<file path="src/rtl/xor_descrambler_3b.sv">
// ============================================================================
// Module   : xor_descrambler_3b
// Brief    : Recovers 3-bit plaintext words by XOR with a PRBS7 keystream,
//            valid/ready in and out, one-deep output register, word counter.
// Revision : 1.0 - initial release
// ============================================================================
`default_nettype none

module xor_descrambler_3b #(
    parameter logic [6:0] SEED_DEFAULT = 7'h01,
    parameter int         CNT_W        = 16
) (
    input  logic             clk,
    input  logic             rst,
    input  logic             seed_load,
    input  logic [6:0]       seed_val,
    input  logic             in_valid,
    output logic             in_ready,
    input  logic [2:0]       in_data,
    output logic             out_valid,
    input  logic             out_ready,
    output logic [2:0]       out_data,
    output logic             running,
    output logic [CNT_W-1:0] word_cnt
);

    localparam logic [CNT_W-1:0] c_cnt_one = {{(CNT_W-1){1'b0}}, 1'b1};

    typedef enum logic [0:0] {
        ST_IDLE = 1'b0,
        ST_RUN  = 1'b1
    } state_t;

    state_t           r_state;
    logic [6:0]       r_lfsr;
    logic             r_out_valid;
    logic [2:0]       r_out_data;
    logic [CNT_W-1:0] r_word_cnt;

    logic [6:0]       w_lfsr_next;
    logic [6:0]       w_seed_eff;
    logic             w_accept;

    // x^7 + x^6 + 1; an all-zero seed would lock the LFSR, so it maps to 1
    assign w_lfsr_next = {r_lfsr[5:0], r_lfsr[6] ^ r_lfsr[5]};
    assign w_seed_eff  = (seed_val == 7'h00) ? 7'h01 : seed_val;

    assign running   = (r_state == ST_RUN);
    assign in_ready  = running & ~seed_load & (~r_out_valid | out_ready);
    assign w_accept  = in_valid & in_ready;
    assign out_valid = r_out_valid;
    assign out_data  = r_out_data;
    assign word_cnt  = r_word_cnt;

    always_ff @(posedge clk) begin
        if (rst) begin
            r_state     <= ST_IDLE;
            r_lfsr      <= SEED_DEFAULT;
            r_out_valid <= 1'b0;
            r_out_data  <= 3'b000;
            r_word_cnt  <= '0;
        end else begin
            // an accept can never coincide with seed_load (in_ready is low)
            if (seed_load) begin
                r_state    <= ST_RUN;
                r_lfsr     <= w_seed_eff;
                r_word_cnt <= '0;
            end else if (w_accept) begin
                r_lfsr <= w_lfsr_next;
                if (r_word_cnt != {CNT_W{1'b1}}) begin
                    r_word_cnt <= r_word_cnt + c_cnt_one;
                end
            end

            if (w_accept) begin
                r_out_data  <= in_data ^ r_lfsr[2:0];
                r_out_valid <= 1'b1;
            end else if (r_out_valid && out_ready) begin
                r_out_valid <= 1'b0;
            end
        end
    end

endmodule

`default_nettype wire

</file>
<file path="config.mk">
export PLATFORM = sky130hd
export DESIGN_NAME = xor_descrambler_3b
export DESIGN_NICKNAME = d
export VERILOG_FILES = /design/src/rtl/xor_descrambler_3b.sv
export SDC_FILE = /design/constraint.sdc
export NUM_CORES = 1
export LEC_CHECK = 0
export BUFFER_PORTS_ARGS = -buffer_cell sky130_fd_sc_hd__buf_2
export CORE_UTILIZATION = 55
export CTS_CLUSTER_DIAMETER = 120
export CTS_CLUSTER_SIZE = 40
export DETAILED_ROUTE_END_ITERATION = 6
export HOLD_SLACK_MARGIN = 0.06
export PLACE_DENSITY_LB_ADDON = 0.1
export SYNTH_ARGS = -nofsm -noshare
export SYNTH_HDL_FRONTEND = slang
export SYNTH_SLANG_ARGS = --single-unit
</file>
<file path="constraint.sdc">
create_clock -name clk -period 3.1 [get_ports clk]
set_input_delay 0.31 -clock clk [delete_from_list [all_inputs] [get_ports clk]]
set_output_delay 0.31 -clock clk [all_outputs]
set_load 0.01 [all_outputs]
</file>
==> results by stage <==
Power and ir drop:
- The clock share of power is 36.1%.
- The switching share of power is 21.72%.
- Combinational cells account for 8.0% of the total power.
- The net switching power is 145.6 uW.
- The power density normalized to cell area is 416.9 nW/um^2.
- Summed over all cells, the static leakage comes to 0.0006619 uW.
- Registers are responsible for 55.9% of the overall power.
- Internal power comes to 524.7 uW.
- VDD sags by at most 322.6 uV.

Die:
- The number of rows created at floorplan is 17.
- During I/O placement, the number of pins put on the boundary was 37.
- The area of the die is 2721 sq um.
- The die span in y is 52.16 microns.
- Once the floorplan was initialized, standard cells occupied 60.24% of the core.
- From left edge to right edge, the die measures 52.16 microns.
- The area of the core is 2297 sq um.

GRT:
- Entering global routing, the biggest net connects 18 pins.
- The met3 global-route usage is 2.632%.
- The global-route wire length before repair is 4126 microns.
- The via count of the first global-routing pass came to 1,011.
- The most heavily used metal layer in global routing is met2.
- In the global route stage, met2 resource usage came out at 37.39%.
- The number of antenna violations at the first check in global routing is 0.
- In the global route stage, overall resource usage came out at 20.01%.
- The residual overflow from global routing is 0.
- In the global route stage, met1 resource usage came out at 23.10%.

Timing:
- The final critical path time including I/O delays and setup is 1.642 ns.
- Setup repair after global routing left no endpoint under its margin.
- The setup TNS is 0 ns.
- The final clock skew is 0.01800 ns.
- The highest clock rate is 609.2 MHz.
- The final hold violation count is 0.
- The part of the cycle the worst path needs is 52.95%.
- For the pin with the worst max-slew slack, the measured transition is 0.3730 ns.
- Measured against its own limit, the worst slew margin works out to 75.13%.
- Setup violations remaining at the end of the flow were counted as 0.
- The total count of max-transition violations in the final report is 0.
- Across all hold checks on the routed design, the worst slack comes to 0.2045 ns.

Detailed routing:
- After detailed routing, the number of vias per cell comes to 5.555.
- The final routed DRC violation total is 0.
- Wires add up to 2538 microns.
- The wire length per cell is 11.54 microns.
- The routed layout has 1,222 vias.
- The number of detailed-routing iterations run before antenna repair is 4.
- The antenna violation net count after detailed routing is 0.
- The first routing iteration left 18 violations.

Worst setup path:
- The required time reported for the critical path endpoint is 3.40 ns.
- The critical path goes through and4_2 -> and3_1 -> a21oi_1 -> a211oi_1 -> a31o_2.
- The logic depth of the worst register-to-register path is 5.
- STA classifies the critical path startpoint as a register.
- Data on the critical path arrives at its endpoint at 1.94 ns.
- The delay of the slowest cell on the worst path is 0.45 ns.
- The instance count on the critical path is 5.
- The standard cell with the maximum stage delay on the critical path is dfxtp_1.
- STA classifies the critical path endpoint as a register.
- The type of the worst setup path is register to register.
- Along the worst path, the maximum fanout reaches 6.
- Among cell families on the critical path, the largest total delay comes from simple AND/OR/NAND/NOR gates.
- The number of buffers and inverters on the critical path is 0.

Clock tree:
- Clock tree synthesis found a total of 28 sinks.
- The number of levels the H-tree was split into is 1.
- Clock latency on the worst-skew pair, taken at its later pin, is 0.33 ns.
- TritonCTS built the clock tree.
- Clock-pin slew was measured on the worst setup and hold paths at 0.16 ns.
- The maximum buffer depth of the clock tree is 2.
- Post-CTS repair changed the size of 0 cells.
- The number of buffers created by CTS is 3.
- The tree is rooted in a clkbuf_4.
- The cts-stage hold buffer count is 0.
- Buffers added to address setup during post-CTS repair amount to 0.

Placement:
- The HPWL after detailed placement is 1864 microns.
- The area after detailed placement is 1555 sq um.
- At the end of routability-driven placement, the weighted congestion stood at 0.7878.
- The number of placed instances, taps included, is 216.
- Port buffering added 36 buffers.

Yosys:
- The number of flops mapped to enable cells by yosys is 0.
- The synthesized design devotes to its leading area cell type 40.51% of total area.
- The Yosys warning count is 0.
- After synthesis, the most frequently instantiated cells are 28 x dfxtp_1, 19 x nand2_1, 18 x nor2_1.
- The predominant post-synthesis flop cell is dfxtp_1.
- By area the synthesized netlist is led by dfxtp_1 41%, xnor2_1 6.3%, nand2_1 5.2%.
- For this run, asynchronously set or reset flops after synthesis account for 0%.
- The synthesized flop and latch total is 28.
- Each instance of the synthesized netlist takes up on average 8.649 sq um.
- In this run, distinct cell masters in the synthesized netlist total 42.
- The cell area that synthesis handed to floorplanning was 1384 sq um.
- The most instantiated library cell after synthesis is dfxtp_1.
- The synthesized instance count is 160.
- Summed over all instances, the cell type with the most area after synthesis is dfxtp_1.
- The sequential area share after synthesis is 40.51%.
- The number of nets produced by synthesis is 176.

Final layout:
- The non-filler instance count after layout is 220.
- Cells with a size suffix above 1 make up 27.60% of the layout.
- Summing all flip-flop and latch instances after layout gives 560.5 sq um.
- The multi-input gate area in the final layout is 775.7 sq um.
- After routing the design area is 1608 sq um.
- The utilization after layout is 69.99%.
- For this run, the post-layout net count is 209.
- The filler cells instantiated in the layout total 197.
- The number of antenna diodes is 0.
- Compared with the post-synthesis result, the final layout area differs by 16.18%.

Hold path:
- The cell depth of the worst min-delay path is 3.
- The min-delay analysis places its worst path in the category primary input to register.

Run status:
- The flow ran to the end, and the final reports show no timing, DRC or antenna violations.

Job:
- The number of max-capacitance violations reported is 0.
==> power groups by stage <==
stage	registers (uW)	clock network, uW	logic, uW
floorplan	383	0	36.1
global placement	382	0	53.3
CTS	375	243	54.7
global route	376	257	61.3
finish	375	242	53.9
detailed placement	382	0	54.5
==> registers in the layout (all words and copies together), names as in the netlist <==
| name | flops |
|---|---|
| word_cnt | 16 |
| out_data | 3 |
| r_lfsr | 7 |
| out_valid | 1 |
| running | 1 |
==> final timing paths <==
path	slack, ns	to	from
hold / removal	0.20	r_lfsr[1]	seed_val[1]
hold reg to reg	0.51	running	running
setup reg to reg	1.46	word_cnt[6]	word_cnt[8]
setup / recovery	1.46	word_cnt[6]	word_cnt[8]
==> metal layers <==
metal / part of all wire (%) / wire length [microns]
met1: 48 / 1212
met4: 0.47 / 12
met3: 2.6 / 66
met2: 49 / 1247
met5: 0 / 0
==> logic make-up after synthesis <==
logic type	after synthesis	share of synthesized area (%)
AND/OR/NAND/NOR	74	30.29
AO/OA/AOI/OAI	33	15.19
flip-flops	28	40.51
XOR/XNOR	13	8.228
buffers and inverters	9	3.435
multiplexers	2	1.447
adder cells (fa/ha/maj)	1	0.9040
==> stage by stage <==
step                      worst slack (ns)  total power (uW)
final                                1.458             670.3
after floorplan                      1.568             419.3
after detailed placement             1.395             437.0
after global placement               1.450             435.5
after global routing                 1.334             693.8
after CTS                            1.475             672.8
==> worst reg2reg max path: stages (launching register included) <==
cell	delay, ns
dfxtp_1	0.45
and4_2	0.30
and3_1	0.29
a21oi_1	0.16
a211oi_1	0.29
a31o_2	0.14
==> placed cells by master, fill, tap and decap left out, types with 3 or more instances in the layout <==
cell      instances
o21ai_0           3
buf_2            36
nor2_1           18
a21o_1            6
clkbuf_4          3
xnor2_1          10
a211oi_1          6
and3_1            4
nand4_1           4
a21oi_1          12
xor2_1            3
nand3_1           4
and3_2            3
dfxtp_1          28
nand2_1          19
==> cell type report <==
class,instances,share of cell area [%]
clock buffers,3,1.401
flip-flops and latches,28,34.86
clock inverters,1,1.868
well taps,28,2.179
repair buffers,36,11.21
inverters,1,0.2335
multi-input cells,123,48.25
(Power assumes the default switching activity.)
